--- config.mk ---
export PLATFORM = sky130hd
export DESIGN_NAME = acq_run_sequencer
export DESIGN_NICKNAME = d
export VERILOG_FILES = /design/src/rtl/acq_run_sequencer.sv
export SDC_FILE = /design/constraint.sdc
export NUM_CORES = 1
export LEC_CHECK = 0
export CORE_ASPECT_RATIO = 1.5
export CORE_UTILIZATION = 45
export CTS_CLUSTER_SIZE = 28
export DETAILED_ROUTE_END_ITERATION = 12
export GPL_TIMING_DRIVEN = 0
export PLACE_DENSITY = 0.81
export SYNTH_ARGS = -nofsm -noshare
export SYNTH_HDL_FRONTEND = slang
export SYNTH_SLANG_ARGS = --single-unit
export TNS_END_PERCENT = 10
--- constraint.sdc ---
create_clock -name clk -period 8.8 [get_ports clk]
set_input_delay 1.76 -clock clk [delete_from_list [all_inputs] [get_ports clk]]
set_output_delay 1.76 -clock clk [all_outputs]
set_load 0.01 [all_outputs]
--- src/rtl/acq_run_sequencer.sv ---
// acq_run_sequencer: sequences one acquisition run for the tick counter datapath.
// Converts level PS control bits to edge commands, divides clk down to a slow
// tick, applies a start delay and a bounded/unbounded run length, and reports
// state, elapsed ticks and sticky done/abort status.
//
// Ports:
//   clk         in   fabric clock
//   rst         in   synchronous active-high reset
//   ctrl        in   [0] start, [1] stop, [2] clear_status (edge-triggered)
//                    [3] continuous mode (only with CONTINUOUS_RUN_EN)
//   duration    in   run length in ticks, 0 = unbounded
//   start_delay in   ticks between start and run enable
//   run_enable  out  32'h1 while running
//   tick        out  one-cycle pulse every DIV cycles in DELAY/RUN
//   elapsed     out  ticks counted in RUN (saturating)
//   run_done    out  one-cycle pulse on run completion
//   status      out  [1:0] state, [2] done, [3] aborted, [4] busy
//
// Optional feature macro: CONTINUOUS_RUN_EN (continuous re-arming runs).
module acq_run_sequencer #(
    parameter int unsigned CLK_HZ  = 84000000,
    parameter int unsigned TICK_HZ = 1,
    parameter int unsigned DELAY_W = 16
) (
    input  logic               clk,
    input  logic               rst,
    input  logic [31:0]        ctrl,
    input  logic [31:0]        duration,
    input  logic [DELAY_W-1:0] start_delay,
    output logic [31:0]        run_enable,
    output logic               tick,
    output logic [31:0]        elapsed,
    output logic               run_done,
    output logic [31:0]        status
);

    localparam int unsigned DIV = CLK_HZ / TICK_HZ;
    localparam int unsigned DW  = (DIV > 2) ? $clog2(DIV) : 1;
    localparam logic [DW-1:0] DIV_M1 = DW'(DIV - 1);

    generate
        if (DIV < 2) begin : g_div_chk
            $error("acq_run_sequencer: CLK_HZ/TICK_HZ must be >= 2");
        end
    endgenerate

    typedef enum logic [1:0] {
        S_IDLE  = 2'd0,
        S_DELAY = 2'd1,
        S_RUN   = 2'd2,
        S_DONE  = 2'd3
    } state_t;

    state_t             r_state, w_state_nx;
    logic [2:0]         r_ctrl_q;
    logic [DW-1:0]      r_div, w_div_nx;
    logic [31:0]        r_dur, w_dur_nx;
    logic [DELAY_W-1:0] r_dly, w_dly_nx;
    logic [31:0]        r_elapsed, w_elapsed_nx;
    logic               r_done_stk, r_abort_stk;
    logic               r_run_done, w_run_done_nx;
    logic               r_cont, w_cont_nx;
    logic               w_set_done, w_set_abort;
    logic               w_start_p, w_stop_p, w_clr_p;
    logic               w_busy, w_tick, w_last, w_cont_sel;
    logic [31:0]        w_inc;
    logic               w_unused;

`ifdef CONTINUOUS_RUN_EN
    assign w_cont_sel = ctrl[3];
    assign w_unused   = ^ctrl[31:4];
`else
    assign w_cont_sel = 1'b0;
    assign w_unused   = ^ctrl[31:3];
`endif

    assign w_start_p = ctrl[0] & ~r_ctrl_q[0];
    assign w_stop_p  = ctrl[1] & ~r_ctrl_q[1];
    assign w_clr_p   = ctrl[2] & ~r_ctrl_q[2];

    assign w_busy = (r_state == S_DELAY) || (r_state == S_RUN);
    assign w_tick = w_busy && (r_div == DIV_M1);

    // Saturating increment; completion compares against the incremented value
    assign w_inc  = (&r_elapsed) ? r_elapsed : r_elapsed + 32'd1;
    assign w_last = (r_dur != 32'd0) && (w_inc == r_dur);

    always_comb begin
        w_state_nx    = r_state;
        w_div_nx      = r_div;
        w_dur_nx      = r_dur;
        w_dly_nx      = r_dly;
        w_elapsed_nx  = r_elapsed;
        w_cont_nx     = r_cont;
        w_run_done_nx = 1'b0;
        w_set_done    = 1'b0;
        w_set_abort   = 1'b0;
        if (w_busy) begin
            w_div_nx = w_tick ? '0 : r_div + DW'(1);
        end
        unique case (r_state)
            S_IDLE, S_DONE: begin
                if (w_start_p) begin
                    w_dur_nx     = duration;
                    w_dly_nx     = start_delay;
                    w_elapsed_nx = '0;
                    w_div_nx     = '0;
                    w_cont_nx    = w_cont_sel;
                    w_state_nx   = (start_delay != '0) ? S_DELAY : S_RUN;
                end else if (w_stop_p && (r_state == S_DONE)) begin
                    w_div_nx   = '0;
                    w_state_nx = S_IDLE;
                end
            end
            S_DELAY: begin
                if (w_stop_p) begin
                    w_state_nx  = S_IDLE;
                    w_set_abort = 1'b1;
                end else if (w_tick) begin
                    w_dly_nx = r_dly - DELAY_W'(1);
                    if (r_dly == DELAY_W'(1)) begin
                        w_state_nx = S_RUN;
                    end
                end
            end
            S_RUN: begin
                if (w_tick) begin
                    w_elapsed_nx = w_inc;
                    if (w_last) begin
                        w_run_done_nx = 1'b1;
                        w_set_done    = 1'b1;
                        if (r_cont) begin
                            w_elapsed_nx = '0;
                        end else begin
                            w_state_nx = S_DONE;
                        end
                    end
                end
                // A stop landing on the completing tick loses to completion
                if (w_stop_p && !(w_tick && w_last && !r_cont)) begin
                    w_state_nx  = S_DONE;
                    w_set_abort = !r_cont;
                end
            end
            default: w_state_nx = S_IDLE;
        endcase
    end

    always_ff @(posedge clk) begin
        if (rst) begin
            r_state     <= S_IDLE;
            r_ctrl_q    <= '0;
            r_div       <= '0;
            r_dur       <= '0;
            r_dly       <= '0;
            r_elapsed   <= '0;
            r_done_stk  <= 1'b0;
            r_abort_stk <= 1'b0;
            r_run_done  <= 1'b0;
            r_cont      <= 1'b0;
        end else begin
            r_state    <= w_state_nx;
            r_ctrl_q   <= ctrl[2:0];
            r_div      <= w_div_nx;
            r_dur      <= w_dur_nx;
            r_dly      <= w_dly_nx;
            r_elapsed  <= w_elapsed_nx;
            r_run_done <= w_run_done_nx;
            r_cont     <= w_cont_nx;
            // Set events take priority over a coincident clear
            if (w_set_done) begin
                r_done_stk <= 1'b1;
            end else if (w_clr_p) begin
                r_done_stk <= 1'b0;
            end
            if (w_set_abort) begin
                r_abort_stk <= 1'b1;
            end else if (w_clr_p) begin
                r_abort_stk <= 1'b0;
            end
        end
    end

    assign run_enable = {31'b0, (r_state == S_RUN)};
    assign tick       = w_tick;
    assign elapsed    = r_elapsed;
    assign run_done   = r_run_done;
    assign status     = {27'b0, w_busy, r_abort_stk, r_done_stk, r_state};

endmodule
### Yosys cells after proc, flatten, opt, wreduce, memory -nomap -nowiden

Cells that the tools add are included.

* register bits after elaboration: 115
* latch bits: 0
* memory bits (writable): 0
* ROM bits: 0
* bits of input ports: 82
* word-level logic and storage cells: 85
* memories: 0

* add/subtract/negate cells: 3
* $mul: 0
* div/mod/pow operators: 0
* $lt $le $gt $ge: 0
* eq/ne operators: 15
* shifts and indexed selects: 0
* muxes and demuxes: 32
* bitwise logic cells: 6
* reductions and logical operators: 20

Operator list (number)
* 27-bit two-way mux: 5
* 32-bit two-way mux: 3
* 32-bit case mux with 2 select lines: 1
* 16-bit two-way mux: 3
* 32-bit by 1-bit adder with 32-bit output (second input constant): 1
* 32-bit equality test: 1
* 16-bit case mux with 2 select lines: 1
* 32-bit AND reduction: 1
* 32-bit nonzero test: 1
* 27-bit by 1-bit adder with 27-bit output (second input constant): 1
* 27-bit equality test (second input constant): 1
* 2-bit two-way mux: 9
* 16-bit by 1-bit equality test with 1-bit output (second input constant): 1
* 16-bit nonzero test: 1
* 16-bit by 1-bit subtractor with 16-bit output (second input constant): 1
* 1-bit two-way mux: 8
* 2-bit nonzero test: 4
* 2-bit inequality test (second input constant): 3
* 3-bit by 1-bit inequality test with 1-bit output (second input constant): 2
* 3-bit inequality test (second input constant): 2
* 2-bit case mux with 3 select lines: 1
* 1-bit logical AND: 5
* 5-bit AND reduction: 1
* 2-bit equality test (second input constant): 2
* 13 further kinds: 17

### Longest topological paths before layout

Gate-level depths: netlist of run 1.

* word-level depth: 10
* depth in mapped cells: 13
* gate-level depth less buffers: 11

### Worst setup path after synthesis of run 1

Ideal clock, no wire load.

* path type: reg2out
* start: reg r_state[0]
* end: out tick
* arrival: 1.945 ns
* data required time: 7.040 ns
* slack: 5.095 ns
* cell stages (with the launch flop): 8
* buffers on the path: 1
* cell sequence: dfxtp_1 inv_1 ha_1 clkbuf_1 nand4b_1 nor3_1 nand4_1 inv_1

* cells in the longest elaborated chain, start to end: 3
* elaborated cells on any way between the ends: 4

Ends and longest elaborated chain
* from (decl): RTL line 54 `state_t r_state, w_state_nx;`
* from (signal assigned): RTL line 162 `r_state <= w_state_nx;`
* 2-bit by 1-bit equality test with 1-bit output or 2-bit equality test (tied branches): RTL line 81 `assign w_busy = (r_state == S_DELAY) || (r_state == S_RUN);`
* 1-bit logical OR (*): RTL line 81
* 1-bit logical AND (*): RTL line 82 `assign w_tick = w_busy && (r_div == DIV_M1);`
* to (decl): RTL line 31 `output logic tick,`

Every way passes the cells marked *; elsewhere a longest branch is shown, timed or not.

### Worst setup path after layout of run 1

Same ends and word-level chain as after synthesis.

==> results of run 1 <==
cells in the final DEF, fill, tap and decap left out, drive strengths merged, types with 6 or more instances in the layout:
cell type,instances
clkdlybuf4s50,92
xor2,29
dfxtp,115
o22ai,6
xnor2,37
or3,13
o211ai,9
mux2i,8
ha,7
and2,8
nand4,24
a21oi,85
or4,9
o21ai,35
conb,58
o31ai,11
nor2,96
a31oi,6
a211oi,11
nand2,167
nand2b,6
inv,22
clkbuf,60
nor3,34
nor4,32
buf,78
nand3,36
a22oi,11
and4,10
nor2b,11
and3,16
metal layers:
| metal | routed length [um] | GRT usage [%] | vias up | part of all wire (%) |
|---|---|---|---|---|
| met4 | 1544 | 18.73 | 0 | 6.3 |
| met2 | 11750 | 47.89 | 429 | 48 |
| met3 | 1936 | 5.851 | 103 | 7.8 |
| li1 | - | - | 3861 | - |
| met1 | 9464 | 33.36 | 3682 | 38 |
| met5 | 0 | 0 | - | 0 |
per-stage QoR:
step,cells,hold WS [ns],area (um^2)
floorplan,1081,0.4308,7839
global placement,1379,0.4476,9017
detailed placement,1380,0.4738,9025
CTS,1412,0.4825,9614
global route,1412,0.5119,9614
finish,1412,0.4768,9614
worst max-delay path by stage:
stage / start / to / slack [ns] / depth (start not counted)
floorplan: r_state[0] / tick / 5.10 / 7
global placement: ctrl[0] / r_dly[15] / 3.86 / 9
detailed placement: r_state[0] / tick / 4.12 / 8
CTS: r_state[0] / tick / 3.65 / 8
global route: r_state[0] / tick / 3.43 / 8
finish: r_state[0] / tick / 3.63 / 8
worst min-delay path: cells and delay by family, from the launching register on:
kind	cells	cell delay [ns]
flops	1	0.32
simple gates	1	0.07
compound gates	1	0.05
layout make-up:
| type | count | area, um^2 | share of cell area (%) |
|---|---|---|---|
| Timing Repair Buffer | 93 | 928.4 | 9.656 |
| Buffer | 120 | 762.0 | 7.926 |
| Clock inverter | 15 | 163.9 | 1.705 |
| Inverter | 14 | 52.55 | 0.5466 |
| Clock buffer | 17 | 425.4 | 4.425 |
| Sequential cell | 115 | 2302 | 23.95 |
| Multi-Input combinational cell | 832 | 4722 | 49.12 |
| Tap cell | 206 | 257.7 | 2.681 |
registers in the layout, indices dropped and copies added, names as in the netlist:
signal,cells
elapsed,32
r_abort_stk,1
r_ctrl_q,3
r_div,27
r_dly,16
r_done_stk,1
r_dur,32
r_state,2
run_done,1
cell families after synthesis:
kind of cell	after synthesis
DFF	115
AOI/OAI and AO/OA	204
other	1
xor gates and xnor gates	67
and+or+nand+nor	486
buffers and inverters	134
muxes	10
adders and majority gates	7
report_power, final:
part           total [mW]  internal (mW)  switching (mW)
clock network       0.695          0.401           0.294
registers           0.565          0.541          0.0237
logic               0.245          0.105           0.140
total                1.50           1.05           0.458
==> metrics.md, run 1 <==
| Metric | Value |
|---|---|
| Leakage dissipation | 3.625 nW |
| GP Congestion | 1.035 |
| Nets | 1282 |
| Startpoint of the most critical register-to-register path | elapsed[0] |
| Number of vias per cell | 5.719 |
| Layout-stage area growth over the synthesis result | 26.09% |
| TritonCTS clock tree | done |
| Clock Sink Count | 115 |
| Result of the run | finished, final reports clean |
| Share of flip-flops with an asynchronous set or reset after synthesis | 0% |
| Antenna violations before repair | 0 |
| Area of the mapped netlist | 0.007625 mm^2 |
| Post-CTS Setup Bufs | 0 |
| Critical path, cell by cell | inv_1, ha_1, clkbuf_1, nand4b_1, nor3_1, nand4_1, inv_1, clkdlybuf4s50_1 |
| Synthesis warning total | 0 |
| # hold bufs at CTS | 0 |
| CTS root buf | clkbuf_16 |
| Grt total ovfl | 0 |
| Vias post-DR | 8075 |
| Relative slew slack | 26.84% |
| Floorplan die area | 0.01748 mm^2 |
| Post-synthesis sequential area ratio | 30.19% |
| Clk buf depth | 2 |
| Number of flops mapped to enable cells by yosys | 0 |
| Antenna diode instance count | 0 |
| Top post-synthesis cells by area | dfxtp_1, nand2_1, buf_4 |
| Total Negative Setup Slacks | 0 ns |
| Kind of start point of the critical path | flop |
| Worst Setup Path Type | flop to output pin |
| Std-Cell Core Area | 0.01640 mm^2 |
| Slew at the pin closest to its max-slew limit | 1.086 ns |
| Time the final worst path needs with I/O delays and setup | 5.175 ns |
| F_max | 0.1932 GHz |
| Top Family by Delay on Critical Path | simple AND/OR/NAND/NOR gates |
| Post-CTS Resized | 0 |
| Total power | 1.504 mW |
| Most common cell on crit path | inv_1 |
| Hold path depth | 2 |
| Type of the most critical hold path | flop to flop |
| XOR/XNOR share of the synthesized area | 7.893% |
| Worst clock skew on the final layout | 0.01240 ns |
| Core Rows | 57 |
| Final setup slack of the worst path | 3.625 ns |
| Power Density | 156.5 mW/mm^2 |
| Yosys top cell area share | 30.19% |
| Number of buffers created by CTS | 17 |
| Count of final setup violators | 0 |
| Main flop type after synthesis | dfxtp_1 |
| Max capacitance violation total | 0 |
| Launch point of the worst hold path | r_done_stk |
| Nature of the critical path endpoint | output pin |
| Clock insertion delay at the later pin of the skew report | 0.44 ns |
| Mean Syn Cell Area | 7.446 um^2 |
| Worst R2R Setup Slack | 4.53 ns |
| CP max-delay cell | clkdlybuf4s50_1 |
| Compound-gate portion of the synthesized area | 16.74% |
| Post-synthesis instance total | 1024 |
| Unrepaired setup endpoints after global routing | false |
| Number of buffer cells added on primary ports | 92 |
| Critical path data arrival time | 3.41 ns |
| Die H | 161.4 um |
| Hold violation total from the final report | 0 |
| Effective utilization at floorplan | 46.48% |
| Clk pin slew, worst setup/hold paths | 0.06 ns |
| Share of the core filled with cells | 58.61% |
| Number of pins with negative max-slew slack in the final report | 0 |
| Cell type with the highest aggregate area in the netlist | dfxtp_1 |
| Worst slack at placement | 4.118 ns |
| Number of global-route vias before repair | 7518 |
| Routed length per instance | 17.49 um |
| Fraction of the mapped netlist area in adder cells | 1.149% |
| Terminus of the critical flop-to-flop path | r_state[0] |
| Most common cell in the netlist | nand2_1 |
| Global-route usage over all layers | 28.90% |
| DR pass1 iterations | 5 |
| Layout fillers | 1560 |
| Number of routed nets with antenna violations | 0 |
| First-pass GRT wire length | 38900 um |
| Mux cell area share after synthesis | 1.346% |
| Count of cell types in the netlist | 77 |
| Dominant combinational cell family by area after synthesis | simple AND/OR/NAND/NOR gates |
| Yosys reg bits | 115 |
| Required time at the endpoint of the critical path | 7.04 ns |
| Most instantiated cells after synthesis | nand2_1, dfxtp_1, nor2_1 |
| Final HPWL DP | 18740 um |
| Max H-tree Level | 4 |
| Worst stage delay on the critical path | 0.57 ns |
| Post-Synth Simple-Gate Area | 31.95% |
| Worst hold path endpoint | r_done_stk |
| Final Cycle Share | 58.80% |
| Maximum number of pins on one net before global-route repair | 17 |
| Buffers and inverters on the worst path | 4 |
| Proportion of layout cells with a drive suffix above 1 | 11.28% |
| Post-Route WL | 24690 um |
| Maximum fanout along the worst path | 9 |
| Reg2Reg Depth | 12 |
| Remaining routing DRC violations | 0 |
| Peak VDD IR | 0.1157 mV |
| Width of the chip | 108.3 um |
| Number of top-level design ports | 180 |
| Drt first-iter violations | 635 |
Power figures use the tool's default switching activity.
==> run 2, diff against run 1 <==
--- a/config.mk
+++ b/config.mk
@@ -10,7 +10,7 @@
 export CTS_CLUSTER_SIZE = 28
 export DETAILED_ROUTE_END_ITERATION = 12
 export GPL_TIMING_DRIVEN = 0
-export PLACE_DENSITY = 0.81
+export PLACE_DENSITY = 0.84
 export SYNTH_ARGS = -nofsm -noshare
 export SYNTH_HDL_FRONTEND = slang
 export SYNTH_SLANG_ARGS = --single-unit
==> constraint.sdc (replaced) <==
create_clock -name clk -period 4.39 [get_ports clk]
set_input_delay 0.878 -clock clk [delete_from_list [all_inputs] [get_ports clk]]
set_output_delay 0.878 -clock clk [all_outputs]
set_load 0.01 [all_outputs]
==> run 2 against run 1 <==
Final cell count barely moved; first-iteration DRC count decreased by 19%; sequential cell count stayed put; power grew 110%; critical path depth is the same; die area unchanged; wire length increased by 4.7%; via count grew 1.2%; global-route usage is 0.63 points higher; critical endpoint unchanged; largest power group unchanged.
==> metrics.md, run 2 (synthesis gave the netlist of run 1 again) <==
| Metric | Value |
|---|---|
| Result of the run | finished, final reports clean |
| Peak VDD IR | 0.2982 mV (+160%) |
| Power Density | 321.0 mW/mm^2 (+110%) |
| F_max | 0.2375 GHz |
| Layout-stage area growth over the synthesis result | 26.39% |
| Antenna violations before repair | 0 (unchanged) |
| Post-CTS Setup Bufs | 0 (unchanged) |
| Worst slack at placement | 0.1480 ns (-3.970 ns) |
| Buffers and inverters on the worst path | 4 (unchanged) |
| Effective utilization at floorplan | 46.48% (unchanged) |
| Leakage dissipation | 3.635 nW (+0.28%) |
| Final Cycle Share | 95.90% |
| Post-Route WL | 25860 um (+4.7%) |
| Terminus of the critical flop-to-flop path | r_state[0] |
| Cell Count Post-Placement | 1379 (-0.072%) |
| Reg2Reg Depth | 12 (unchanged) |
| Hold path depth | 2 (unchanged) |
| Required time at the endpoint of the critical path | 3.51 ns (-3.53 ns) |
| Maximum number of pins on one net before global-route repair | 17 (unchanged) |
| Worst stage delay on the critical path | 0.57 ns (about the same) |
| Worst Setup Path Type | flop to output pin |
| Number of buffer cells added on primary ports | 92 (unchanged) |
| Critical path data arrival time | 3.33 ns (-0.08 ns) |
| Remaining routing DRC violations | 0 (unchanged) |
| First-pass GRT wire length | 39260 um (+0.92%) |
| Number of vias per cell | 5.794 (+1.3%) |
| Time the final worst path needs with I/O delays and setup | 4.210 ns |
| Post-CTS Resized | 0 (unchanged) |
| Top Family by Delay on Critical Path | buffers and inverters |
| Routed length per instance | 18.32 um (+4.8%) |
| Clk buf depth | 2 (unchanged) |
| Maximum fanout along the worst path | 9 (unchanged) |
| Startpoint of the most critical register-to-register path | elapsed[1] |
| Max H-tree Level | 4 (unchanged) |
| Number of pins with negative max-slew slack in the final report | 0 (unchanged) |
| Global-route usage over all layers | 29.53% (+0.63 points) |
| Max capacitance violation total | 0 (unchanged) |
| Grt total ovfl | 0 (unchanged) |
| Vias post-DR | 8175 (+1.2%) |
| Core Rows | 57 (unchanged) |
| Worst R2R Setup Slack | 0.32 ns (-4.21 ns) |
| Post-route design area | 0.009637 mm^2 (+0.23%) |
| Critical path, cell by cell | inv_1, ha_1, clkbuf_1, nand4b_1, nor3_2, nand4_1, inv_1, clkdlybuf4s50_1 |
| Std-Cell Core Area | 0.01640 mm^2 (unchanged) |
| Most common cell on crit path | inv_1 |
| Number of global-route vias before repair | 7522 (+0.053%) |
| Number of buffers created by CTS | 17 (unchanged) |
| Worst clock skew on the final layout | 0.01340 ns (+0.0009950 ns) |
| Clock Sink Count | 115 (unchanged) |
| Slew at the pin closest to its max-slew limit | 1.316 ns (+0.2302 ns) |
| # hold bufs at CTS | 0 (unchanged) |
| Kind of start point of the critical path | flop |
| Width of the chip | 108.3 um (unchanged) |
| Hold violation total from the final report | 0 (unchanged) |
| Launch point of the worst hold path | r_dur[18] |
| Antenna diode instance count | 0 (unchanged) |
| Placed instance area | 0.009017 mm^2 (about the same) |
| Commonest cells after routing, fill and taps aside | nand2_1, dfxtp_1, nor2_1 |
| Final HPWL DP | 19260 um (+2.8%) |
| GP Congestion | 1.029 (-0.59%) |
| Worst hold path endpoint | r_dur[18] |
| Number of routed nets with antenna violations | 0 (unchanged) |
| Floorplan die area | 0.01748 mm^2 (unchanged) |
| Clock insertion delay at the later pin of the skew report | 0.43 ns (about the same) |
| Leading cell type in the layout, fill and taps excluded | nand2_1 |
| Post-layout instance count excluding filler cells | 1411 (-0.071%) |
| CTS root buf | clkbuf_16 |
| DR pass1 iterations | 7 (+2) |
| Proportion of layout cells with a drive suffix above 1 | 11.37% (+0.092 points) |
| Nets | 1281 (-0.078%) |
| CP max-delay cell | clkdlybuf4s50_1 |
| Relative slew slack | 11.59% (-15 points) |
| Die H | 161.4 um (unchanged) |
| Total Negative Setup Slacks | 0 ns (unchanged) |
| Drt first-iter violations | 513 (-19%) |
| Final setup slack of the worst path | 0.1801 ns (-3.445 ns) |
| Count of final setup violators | 0 (unchanged) |
| Number of top-level design ports | 180 (unchanged) |
| Nature of the critical path endpoint | output pin |
| Layout fillers | 1520 (-2.6%) |
| Clk pin slew, worst setup/hold paths | 0.07 ns (about the same) |
| Type of the most critical hold path | flop to flop |
| TritonCTS clock tree | done |
==> run 2: changes by cell type in the layout (fill, tap and decap cells not counted) <==
cell,previous run,this run
nor3_2,3,5
bufinv_16,1,2
clkinv_8,1,0
inv_8,3,5
nor3_1,31,29
clkinv_4,2,1
clkinvlp_4,3,2
buf_4,66,65
==> run 2: worst reg2reg max path, cell delays in order (launching register included) <==
cell and delay (ns):
dfxtp_1 0.49, ha_1 0.31, and3_1 0.17, buf_2 0.18, nand3_1 0.29, nor3_2 0.56, buf_4 0.32, nor2_1 0.10
xnor2_1 0.18, nor4_1 0.41, nand4_1 0.22, o31ai_2 0.38, mux2_1 0.36
==> run 2: worst max-delay path by stage <==
| stage | start | endpoint | slack (ns) | cells after the start |
|---|---|---|---|---|
| after floorplan | r_state[0] | r_state[0] | 1.19 | 11 |
| after global placement | elapsed[1] | r_state[0] | 0.09 | 12 |
| after detailed placement | elapsed[1] | r_state[0] | 0.15 | 12 |
| after CTS | r_state[0] | tick | 0.06 | 8 |
| after global routing | r_state[0] | tick | -0.03 | 8 |
| final | r_state[0] | tick | 0.18 | 8 |
==> run 2: power by group <==
part / internal [mW] / switching, mW
Sequential: 1.08 / 0.0487
Clock: 0.864 / 0.598
Combinational: 0.210 / 0.288
==> run 2: cell type report <==
class,instances,area (um^2),area share (%)
Clock buffer,17,425.4,4.414
Clock inverter,15,183.9,1.909
Inverter,14,52.55,0.5453
Tap cell,206,257.7,2.675
Multi-Input combinational cell,832,4732,49.10
Buffer,120,762.0,7.907
Timing Repair Buffer,92,920.9,9.556
Sequential cell,115,2302,23.89
==> run 2: routing by layer <==
layer  share of wire (%)  up-vias  GRT usage [%]
met5                   0        -              0
li1                    -     3865              -
met3                 8.2      104          6.457
met4                 6.3        0          19.10
met2                  48      450          49.39
met1                  37     3756          33.42
==> run 2: stage by stage <==
stage	hold slack, ns	total power [mW]	util, %
after CTS	0.4924	3.082	58.69
after floorplan	0.4308	1.473	-
after global routing	0.5179	3.187	58.75
after detailed placement	0.4820	1.637	54.97
final	0.4888	3.093	58.75
after global placement	0.4732	1.635	54.97
